### config.mk
export PLATFORM = sky130hd
export DESIGN_NAME = mem_arbiter_flat
export DESIGN_NICKNAME = d
export VERILOG_FILES = /design/src/rtl/mem_arbiter_if.sv /design/src/rtl/mem_arbiter.sv /design/src/flat_wrapper.sv
export SDC_FILE = /design/constraint.sdc
export NUM_CORES = 1
export LEC_CHECK = 0
export BUFFER_PORTS_ARGS = -buffer_cell sky130_fd_sc_hd__buf_2
export CORE_AREA = 3 3 218 220
export DETAILED_ROUTE_END_ITERATION = 8
export DIE_AREA = 0 0 221 223
export PLACE_DENSITY = 0.31
export SETUP_SLACK_MARGIN = 0.1
export SYNTH_ARGS = -nofsm -noshare
export SYNTH_HDL_FRONTEND = slang
export SYNTH_SLANG_ARGS = --single-unit
### constraint.sdc
create_clock -name clk_i -period 3.4 [get_ports clk_i]
set_input_delay 0.68 -clock clk_i [delete_from_list [all_inputs] [get_ports clk_i]]
set_output_delay 0.68 -clock clk_i [all_outputs]
set_load 0.005 [all_outputs]
### src/rtl/mem_arbiter_if.sv
// Bus bundle for mem_arbiter: fetch port, data port, RAM port and perf counters.
// The slave modport is the arbiter's view; the master modport is the environment's.
interface mem_arbiter_if #(
  parameter int unsigned DATA_WIDTH = 64,
  parameter int unsigned INST_WIDTH = 32
);
  logic                  if_req_i;
  logic [DATA_WIDTH-1:0] if_addr_i;
  logic                  if_gnt_o;
  logic                  if_rvalid_o;
  logic [INST_WIDTH-1:0] if_rdata_o;

  logic                  d_req_i;
  logic                  d_we_i;
  logic [DATA_WIDTH-1:0] d_addr_i;
  logic [DATA_WIDTH-1:0] d_wdata_i;
  logic [2:0]            d_wid_i;
  logic                  d_gnt_o;
  logic                  d_rvalid_o;
  logic [DATA_WIDTH-1:0] d_rdata_o;

  logic                  mem_en_o;
  logic                  mem_we_o;
  logic [DATA_WIDTH-1:0] mem_addr_o;
  logic [DATA_WIDTH-1:0] mem_wdata_o;
  logic [2:0]            mem_wid_o;
  logic [DATA_WIDTH-1:0] mem_rdata_i;

  logic [31:0]           perf_conflict_o;
  logic [31:0]           perf_if_stall_o;

  modport slave (
    input  if_req_i, if_addr_i, d_req_i, d_we_i, d_addr_i, d_wdata_i, d_wid_i, mem_rdata_i,
    output if_gnt_o, if_rvalid_o, if_rdata_o, d_gnt_o, d_rvalid_o, d_rdata_o,
    output mem_en_o, mem_we_o, mem_addr_o, mem_wdata_o, mem_wid_o,
    output perf_conflict_o, perf_if_stall_o
  );

  modport master (
    output if_req_i, if_addr_i, d_req_i, d_we_i, d_addr_i, d_wdata_i, d_wid_i, mem_rdata_i,
    input  if_gnt_o, if_rvalid_o, if_rdata_o, d_gnt_o, d_rvalid_o, d_rdata_o,
    input  mem_en_o, mem_we_o, mem_addr_o, mem_wdata_o, mem_wid_o,
    input  perf_conflict_o, perf_if_stall_o
  );
endinterface

### src/rtl/mem_arbiter.sv
// Single-port RAM arbiter between instruction fetch and data access, data-first with
// anti-starvation for fetch. Define MEM_ARB_PERF_CNT_EN to build the perf counters.
module mem_arbiter #(
  parameter int unsigned DATA_WIDTH   = 64,
  parameter int unsigned INST_WIDTH   = 32,
  parameter int unsigned STARVE_LIMIT = 4
) (
  input logic           clk_i,
  input logic           rst_i,
  mem_arbiter_if.slave  bus
);

  localparam int unsigned StreakW = (STARVE_LIMIT < 1) ? 1 : $clog2(STARVE_LIMIT + 1);
  localparam logic [StreakW-1:0] StarveLim = StreakW'(STARVE_LIMIT);
  localparam logic [2:0] WidWord = 3'b010;

  typedef enum logic [1:0] {StIdle, StRespIf, StRespD} state_e;

  state_e             r_state;
  logic [StreakW-1:0] r_streak;
  logic               r_if_rvalid;
  logic               r_d_rvalid;

  logic w_starve;
  logic w_if_gnt;
  logic w_d_gnt;

  assign w_starve = (r_streak == StarveLim);

  always_comb begin
    w_if_gnt = 1'b0;
    w_d_gnt  = 1'b0;
    if (!rst_i) begin
      w_if_gnt = bus.if_req_i && (!bus.d_req_i || w_starve);
      w_d_gnt  = bus.d_req_i && !w_if_gnt;
    end
  end

  always_comb begin
    bus.mem_we_o    = 1'b0;
    bus.mem_addr_o  = '0;
    bus.mem_wdata_o = '0;
    bus.mem_wid_o   = 3'b000;
    if (w_if_gnt) begin
      bus.mem_addr_o = bus.if_addr_i;
      bus.mem_wid_o  = WidWord;
    end else if (w_d_gnt) begin
      bus.mem_we_o    = bus.d_we_i;
      bus.mem_addr_o  = bus.d_addr_i;
      bus.mem_wdata_o = bus.d_wdata_i;
      bus.mem_wid_o   = bus.d_wid_i;
    end
  end

  assign bus.mem_en_o = w_if_gnt | w_d_gnt;
  assign bus.if_gnt_o = w_if_gnt;
  assign bus.d_gnt_o  = w_d_gnt;

  // State records who owns the read returning next cycle; stores complete at grant.
  always_ff @(posedge clk_i or posedge rst_i) begin
    if (rst_i) begin
      r_state     <= StIdle;
      r_streak    <= '0;
      r_if_rvalid <= 1'b0;
      r_d_rvalid  <= 1'b0;
    end else begin
      if (w_if_gnt) begin
        r_state     <= StRespIf;
        r_if_rvalid <= 1'b1;
        r_d_rvalid  <= 1'b0;
      end else if (w_d_gnt && !bus.d_we_i) begin
        r_state     <= StRespD;
        r_if_rvalid <= 1'b0;
        r_d_rvalid  <= 1'b1;
      end else begin
        r_state     <= StIdle;
        r_if_rvalid <= 1'b0;
        r_d_rvalid  <= 1'b0;
      end

      if (!bus.if_req_i || w_if_gnt) begin
        r_streak <= '0;
      end else if (w_d_gnt && !w_starve) begin
        r_streak <= r_streak + StreakW'(1);
      end
    end
  end

  assign bus.if_rvalid_o = r_if_rvalid && (r_state == StRespIf);
  assign bus.d_rvalid_o  = r_d_rvalid && (r_state == StRespD);
  assign bus.if_rdata_o  = bus.if_rvalid_o ? bus.mem_rdata_i[INST_WIDTH-1:0] : '0;
  assign bus.d_rdata_o   = bus.d_rvalid_o ? bus.mem_rdata_i : '0;

`ifdef MEM_ARB_PERF_CNT_EN
  logic [31:0] r_perf_conflict;
  logic [31:0] r_perf_if_stall;

  always_ff @(posedge clk_i or posedge rst_i) begin
    if (rst_i) begin
      r_perf_conflict <= '0;
      r_perf_if_stall <= '0;
    end else begin
      r_perf_conflict <= r_perf_conflict + 32'(bus.if_req_i & bus.d_req_i);
      r_perf_if_stall <= r_perf_if_stall + 32'(bus.if_req_i & ~w_if_gnt);
    end
  end

  assign bus.perf_conflict_o = r_perf_conflict;
  assign bus.perf_if_stall_o = r_perf_if_stall;
`else
  assign bus.perf_conflict_o = '0;
  assign bus.perf_if_stall_o = '0;
`endif

endmodule

### src/flat_wrapper.sv
// flat-port wrapper written by rule: the top's interface ports become plain ports
module mem_arbiter_flat 
#(
  parameter int unsigned DATA_WIDTH   = 64,
  parameter int unsigned INST_WIDTH   = 32,
  parameter int unsigned STARVE_LIMIT = 4
)
  (clk_i, rst_i, bus_if_req_i, bus_if_addr_i, bus_d_req_i, bus_d_we_i, bus_d_addr_i, bus_d_wdata_i, bus_d_wid_i, bus_mem_rdata_i, bus_if_gnt_o, bus_if_rvalid_o, bus_if_rdata_o, bus_d_gnt_o, bus_d_rvalid_o, bus_d_rdata_o, bus_mem_en_o, bus_mem_we_o, bus_mem_addr_o, bus_mem_wdata_o, bus_mem_wid_o, bus_perf_conflict_o, bus_perf_if_stall_o);
  mem_arbiter_if #(.DATA_WIDTH(DATA_WIDTH), .INST_WIDTH(INST_WIDTH)) bus_i ();
  input logic clk_i;
  input logic rst_i;
  input wire logic [$bits(bus_i.if_req_i)-1:0] bus_if_req_i;
  input wire logic [$bits(bus_i.if_addr_i)-1:0] bus_if_addr_i;
  input wire logic [$bits(bus_i.d_req_i)-1:0] bus_d_req_i;
  input wire logic [$bits(bus_i.d_we_i)-1:0] bus_d_we_i;
  input wire logic [$bits(bus_i.d_addr_i)-1:0] bus_d_addr_i;
  input wire logic [$bits(bus_i.d_wdata_i)-1:0] bus_d_wdata_i;
  input wire logic [$bits(bus_i.d_wid_i)-1:0] bus_d_wid_i;
  input wire logic [$bits(bus_i.mem_rdata_i)-1:0] bus_mem_rdata_i;
  output wire logic [$bits(bus_i.if_gnt_o)-1:0] bus_if_gnt_o;
  output wire logic [$bits(bus_i.if_rvalid_o)-1:0] bus_if_rvalid_o;
  output wire logic [$bits(bus_i.if_rdata_o)-1:0] bus_if_rdata_o;
  output wire logic [$bits(bus_i.d_gnt_o)-1:0] bus_d_gnt_o;
  output wire logic [$bits(bus_i.d_rvalid_o)-1:0] bus_d_rvalid_o;
  output wire logic [$bits(bus_i.d_rdata_o)-1:0] bus_d_rdata_o;
  output wire logic [$bits(bus_i.mem_en_o)-1:0] bus_mem_en_o;
  output wire logic [$bits(bus_i.mem_we_o)-1:0] bus_mem_we_o;
  output wire logic [$bits(bus_i.mem_addr_o)-1:0] bus_mem_addr_o;
  output wire logic [$bits(bus_i.mem_wdata_o)-1:0] bus_mem_wdata_o;
  output wire logic [$bits(bus_i.mem_wid_o)-1:0] bus_mem_wid_o;
  output wire logic [$bits(bus_i.perf_conflict_o)-1:0] bus_perf_conflict_o;
  output wire logic [$bits(bus_i.perf_if_stall_o)-1:0] bus_perf_if_stall_o;
  assign bus_i.if_req_i = bus_if_req_i;
  assign bus_i.if_addr_i = bus_if_addr_i;
  assign bus_i.d_req_i = bus_d_req_i;
  assign bus_i.d_we_i = bus_d_we_i;
  assign bus_i.d_addr_i = bus_d_addr_i;
  assign bus_i.d_wdata_i = bus_d_wdata_i;
  assign bus_i.d_wid_i = bus_d_wid_i;
  assign bus_i.mem_rdata_i = bus_mem_rdata_i;
  assign bus_if_gnt_o = bus_i.if_gnt_o;
  assign bus_if_rvalid_o = bus_i.if_rvalid_o;
  assign bus_if_rdata_o = bus_i.if_rdata_o;
  assign bus_d_gnt_o = bus_i.d_gnt_o;
  assign bus_d_rvalid_o = bus_i.d_rvalid_o;
  assign bus_d_rdata_o = bus_i.d_rdata_o;
  assign bus_mem_en_o = bus_i.mem_en_o;
  assign bus_mem_we_o = bus_i.mem_we_o;
  assign bus_mem_addr_o = bus_i.mem_addr_o;
  assign bus_mem_wdata_o = bus_i.mem_wdata_o;
  assign bus_mem_wid_o = bus_i.mem_wid_o;
  assign bus_perf_conflict_o = bus_i.perf_conflict_o;
  assign bus_perf_if_stall_o = bus_i.perf_if_stall_o;
  mem_arbiter #(.DATA_WIDTH(DATA_WIDTH), .INST_WIDTH(INST_WIDTH), .STARVE_LIMIT(STARVE_LIMIT)) u_core (.clk_i(clk_i), .rst_i(rst_i), .bus(bus_i));
endmodule
-- Word-level counts from Yosys, hierarchy flattened
Index checks and enable logic that the tools add are counted.
- flip-flop bits (word level): 7
- input bits: 264
- output and inout bits: 297
- mux-type cells: 19
- bitwise gates (word level): 1
- add/subtract/negate cells: 1
- eq/ne operators: 3
- reduce and logical (&&, ||, !) cells: 14
- operators with widths (kind ; number):
    64-bit two-way mux ; 5
    32-bit two-way mux ; 1
    3-bit two-way mux ; 4
    1-bit two-way mux ; 7
    1-bit logical AND ; 6
    1-bit logical NOT ; 5
    2-bit two-way mux ; 2
    3-bit by 1-bit adder with 3-bit output (second input constant) ; 1
    3-bit equality test (second input constant) ; 1
    2-bit by 1-bit equality test with 1-bit output (second input constant) ; 1
    2-bit equality test (second input constant) ; 1
    1-bit logical OR ; 2
    2-bit nonzero test ; 1
    1-bit OR ; 1

-- Depth between registers and ports, before layout
- depth in word-level cells: 9
- depth in mapped cells: 8
- depth with buffers taken out: 5

-- Worst setup path after synthesis
No wires, ideal clock.
- path type: in2out
- start point: input bus_d_req_i
- end point: output bus_mem_addr_o[55]
- required time: 2.720 ns
- arrival time: 1.571 ns
- buffers on the path: 1
- stages on the path: 4
- path slack: 1.149 ns
- path through: a21boi_1 > nor3b_2 > clkbuf_1 > a22o_1
- elaborated cells on any way between the ends: 9
- RTL lines (item ; RTL line ; RTL):
    start: declaration ; flat_wrapper.sv:14 ; input wire logic [$bits(bus_i.d_req_i)-1:0] bus_d_req_i;
    1-bit logical NOT ; mem_arbiter.sv:34 ; w_if_gnt = bus.if_req_i && (!bus.d_req_i || w_starve);
    1-bit logical OR ; mem_arbiter.sv:34 ;
    1-bit logical AND ; mem_arbiter.sv:34 ;
    1-bit two-way mux ; mem_arbiter.sv:33 ; if (!rst_i) begin
    net bus_if_gnt_o ; flat_wrapper.sv:20 ; output wire logic [$bits(bus_i.if_gnt_o)-1:0] bus_if_gnt_o;
    64-bit two-way mux ; mem_arbiter.sv:44 ; if (w_if_gnt) begin
    end: declaration ; flat_wrapper.sv:28 ; output wire logic [$bits(bus_i.mem_addr_o)-1:0] bus_mem_addr_o;
The timed path passes the listed nets, and every way through them passes these cells.

-- Worst setup path in the final report
- start point: register u_core.r_streak[0]
- end point: output bus_mem_addr_o[43]
- cells in the longest elaborated chain, start to end: 8
- elaborated cells on any way between the ends: 9
- RTL lines (item ; RTL line ; RTL):
    start: declaration ; mem_arbiter.sv:20 ; logic [StreakW-1:0] r_streak;
    start signal: assignment ; mem_arbiter.sv:84 ; r_streak <= r_streak + StreakW'(1);
    3-bit equality test (*) ; mem_arbiter.sv:28 ; assign w_starve = (r_streak == StarveLim);
    1-bit logical OR (*) ; mem_arbiter.sv:34 ;
    1-bit logical AND (*) ; mem_arbiter.sv:34 ;
    1-bit logical NOT ; mem_arbiter.sv:35 ; w_d_gnt = bus.d_req_i && !w_if_gnt;
    1-bit logical AND ; mem_arbiter.sv:35 ;
    1-bit two-way mux ; mem_arbiter.sv:33 ;
    64-bit two-way mux ; mem_arbiter.sv:47 ; end else if (w_d_gnt) begin
    64-bit two-way mux (*) ; mem_arbiter.sv:44 ;
Every way passes the cells marked *; elsewhere a longest branch is shown, timed or not.

==> results.yml <==
route:
  detail_route.iter0.violations: 103
  topRoutingLayerUsed: "met5"
  route.antenna.remaining_nets: 0
  drt_pass1_iterations: 4
  post_drt_wl_per_cell_um: 12.2
  vias: 4208
  finalWirelength_um: 17400
  detailed_route_drc_error_count: 0
  met2_wirelength_um: 9300
  routed-wl-met3_um: 1560
  route.detailed.vias_per_inst: 2.94
  m1WireLength_um: 6410
sta:
  setup_viol: 0
  grt_setup_unrepaired: "false"
  worst-slew-pin-transition_ns: 0.597
  finClkSkew_ns: 0.000387
  tcrit_tclk_final_pct: 79.8
  timing.final.hold_violations: 0
  setup-tns-final_ns: 0
  final_critical_period_ns: 2.71
  fmaxAchievable_ghz: 0.368
  finalMaxSlewViolations: 0
  slew_headroom_pct: 60.1
setup_path:
  crit_family: "simple AND/OR/NAND/NOR gates"
  critPathLaunchType: "flip-flop"
  cp.buffers_inverters: 3
  criticalPathCategory: "flip-flop to output port"
  reg2reg_from: "u_core.r_streak[0]$_DFFE_PP0P_"
  required_worst_endpoint_ns: 2.72
  crit_path_top_delay_cell: "sky130_fd_sc_hd__and2_2"
  worst_setup_path_startpoint: "u_core.r_streak[0]$_DFFE_PP0P_"
  worstPathCellList: "inv_1 -> ha_1 -> nand3_2 -> and2_2 -> buf_12 -> a22o_1 -> buf_2"
  crit_arrival_ns: 2.03
  cp_slowest_stage_delay_ns: 0.49
  timing.critical_path.to_type: "output port"
  crit_path_max_fanout: 32
floorplan:
  placeableCoreArea_mm2: 0.0455
  die_height_um: 223
  die_area_mm2: 0.0493
  die_x_um: 221
  io_pins: 561
  core.rowCount: 78
  effective_utilization_at_floorplan_pct: 5.62
clock_network:
  tritoncts: "built"
  hold_buffers: 0
  cts_inserted_buffers: 3
  clk_pin_slew_worst_paths_ns: 0.03
  htree_levels: 1
  clk_path_buf_depth: 2
  clock_tree.root_cell: "sky130_fd_sc_hd__clkbuf_16"
  cts.repair.resized: 0
  cts_num_sinks: 5
  cts.repair_timing.setup_buffer_count: 0
  clock_insertion_delay_worst_skew_ns: 0.22
synthesis:
  synth_largest_type_area_fraction_pct: 23.8
  syn_area_per_cell_um2: 7.07
  synth_area_leader_cell: "sky130_fd_sc_hd__and2_1"
  synthFlopType: "sky130_fd_sc_hd__dfrtp_1"
  ys_async_sr_fraction_pct: 100
  yosysWarnings: 0
  synth.lib_cells_used.distinct: 24
  cell_with_the_most_instances_after_synthesis: "sky130_fd_sc_hd__and2_1"
  yosysSeqAreaShare_pct: 4.90
  synthTopCellsByArea: "sky130_fd_sc_hd__and2_1 (24%), sky130_fd_sc_hd__a22o_1 (22%), sky130_fd_sc_hd__buf_4 (20%), sky130_fd_sc_hd__and3_1 (16%), sky130_fd_sc_hd__dfrtp_1 (4.9%)"
  syn-cell-area_mm2: 0.00255
  postSynthCellCount: 361
  synth_seq_cells: 5
  synth_enable_flop_cells: 0
  ys_top_cells_by_count: "sky130_fd_sc_hd__and2_1 (97), sky130_fd_sc_hd__and3_1 (67), sky130_fd_sc_hd__buf_4 (67)"
placed_design:
  area_of_placed_instances_mm2: 0.00548
  io_buffer_count: 496
  detailed_place_hpwl_um: 15500
  gp_congestion: 0.764
power:
  irDropWorstVdd_v: 0.000182
  pwr-share-clk_pct: 26.8
  p_comb_share_pct: 64.3
  sw_frac_of_total_pct: 34.0
  total_leakage_power_nw: 3.61
  internal-power_uw: 468
  power-per-cell-area_mw_per_mm2: 127
  power.switching_uw: 241
  sequentialPowerShare_pct: 8.9
global_routing:
  global_route.overflow_total: 0
  grt_pass1_vias: 4035
  grt_usage_pct: 6.24
  grt_max_degree: 70
  antenna_found_initial: 2
  wire_length_of_the_first_global_routing_pass_um: 24400
final_layout:
  post-route-cell-area_mm2: 0.00556
  insertedDiodeCount: 0
  fillerInstances: 5331
  drive_above_1_share_pct: 62.0
  area_delta_synth_final_pct: 118
  finish.net_count: 1099
status:
  run_status: "completed"
min_path:
  worstHoldPathType: "input port to async pin"
flow_run:
  maxcap_viol_count: 0
[worst paths after layout]
path,cells past startpoint,slack (ns),endpoint
max,7,0.69,bus_mem_addr_o[43]
min,2,0.46,u_core.r_streak[1]$_DFFE_PP0P_
max reg2reg,6,1.75,u_core.r_d_rvalid$_DFF_PP0_
min reg2reg,2,0.57,u_core.r_streak[1]$_DFFE_PP0P_
max in group asynchronous,2,2.73,u_core.r_state[0]$_DFF_PP0_
min in group clk_i,2,0.57,u_core.r_streak[1]$_DFFE_PP0P_
[power by group through the flow]
stage / registers, mW / clock network [mW] / logic, mW
2_1_floorplan: 0.0632 / 0 / 0.223
3_3_place_gp: 0.0642 / 0 / 0.468
3_5_place_dp: 0.0641 / 0 / 0.462
4_1_cts: 0.0634 / 0.194 / 0.464
5_1_grt: 0.0636 / 0.199 / 0.509
6_report: 0.0633 / 0.190 / 0.456
[logic make-up (layout without fill, tap and decap cells)]
logic type / Yosys count / after routing / share of synthesized area (%)
AOI/OAI and AO/OA: 70 / 70 / 23.6
adders and majority gates: 2 / 2 / 0.980
buffers and inverters: 106 / 514 / 26.9
DFF: 5 / 5 / 4.90
other: 1 / 64 / 0.147
and+or+nand+nor: 177 / 177 / 43.5
[layout by cell type (no fill, tap or decap)]
cell type / netlist / final
sky130_fd_sc_hd__buf_12: 0 / 2
sky130_fd_sc_hd__inv_1: 3 / 3
sky130_fd_sc_hd__nor2b_4: 0 / 2
sky130_fd_sc_hd__a21boi_1: 2 / 2
sky130_fd_sc_hd__dfrtp_1: 5 / 5
sky130_fd_sc_hd__and2_2: 0 / 1
sky130_fd_sc_hd__nand3b_1: 1 / 1
sky130_fd_sc_hd__nand2_1: 2 / 2
sky130_fd_sc_hd__a22o_1: 64 / 64
sky130_fd_sc_hd__conb_1: 1 / 64
sky130_fd_sc_hd__ha_1: 2 / 2
sky130_fd_sc_hd__buf_2: 5 / 496
sky130_fd_sc_hd__a21boi_0: 2 / 2
sky130_fd_sc_hd__and3_1: 67 / 67
sky130_fd_sc_hd__nor2b_2: 1 / 1
sky130_fd_sc_hd__clkbuf_1: 26 / 1
sky130_fd_sc_hd__nor2b_1: 3 / 1
sky130_fd_sc_hd__nand3_2: 0 / 1
sky130_fd_sc_hd__buf_4: 67 / 9
sky130_fd_sc_hd__a21o_1: 1 / 1
sky130_fd_sc_hd__and2_1: 97 / 96
sky130_fd_sc_hd__nand3_1: 3 / 2
sky130_fd_sc_hd__nor3b_4: 0 / 1
sky130_fd_sc_hd__or2_1: 1 / 1
sky130_fd_sc_hd__o21ai_0: 1 / 1
sky130_fd_sc_hd__clkbuf_16: 0 / 3
sky130_fd_sc_hd__nor3b_1: 1 / 1
[worst register-to-register path, cell delays in order, from the launching register on]
cell and delay [ns]:
sky130_fd_sc_hd__dfrtp_1 0.36, sky130_fd_sc_hd__inv_1 0.07, sky130_fd_sc_hd__ha_1 0.24, sky130_fd_sc_hd__nand3_2 0.09, sky130_fd_sc_hd__and2_2 0.49, sky130_fd_sc_hd__buf_4 0.21, sky130_fd_sc_hd__nor2b_1 0.12
[per-layer routing]
| metal | vias to the layer above | global-route usage, % |
|---|---|---|
| met3 | 6 | 1.45 |
| li1 | 2064 | - |
| met5 | - | 0 |
| met4 | 2 | 0.706 |
| met1 | 1844 | 6.88 |
| met2 | 292 | 12.4 |
[per-stage QoR]
stage / power [mW] / utilization [%] / setup WS (ns) / cells / hold WS, ns
3_3_place_gp: 0.532 / 12.1 / 0.722 / 1428 / 0.600
6_report: 0.709 / 12.2 / 0.686 / 1432 / 0.461
2_1_floorplan: 0.286 / - / 1.15 / 424 / 0.475
4_1_cts: 0.721 / 12.2 / 0.659 / 1432 / 0.469
5_1_grt: 0.772 / 12.2 / 0.532 / 1432 / 0.498
3_5_place_dp: 0.526 / 12.1 / 0.707 / 1428 / 0.567
[final cells by class]
| cell class | instances | area [µm²] | share of cell area (%) |
|---|---|---|---|
| repair buffers | 507 | 2590 | 46.6 |
| well taps | 600 | 751 | 13.5 |
| multi-input cells | 313 | 2010 | 36.1 |
| inverters | 3 | 11.3 | 0.202 |
| flip-flops and latches | 5 | 125 | 2.25 |
| clock buffers | 4 | 78.8 | 1.42 |
[flip-flops by register name (all words and copies together), names as in the netlist]
signal             count
u_core.r_streak        3
u_core.r_d_rvalid      1
u_core.r_state         1
(Power assumes the default switching activity.)
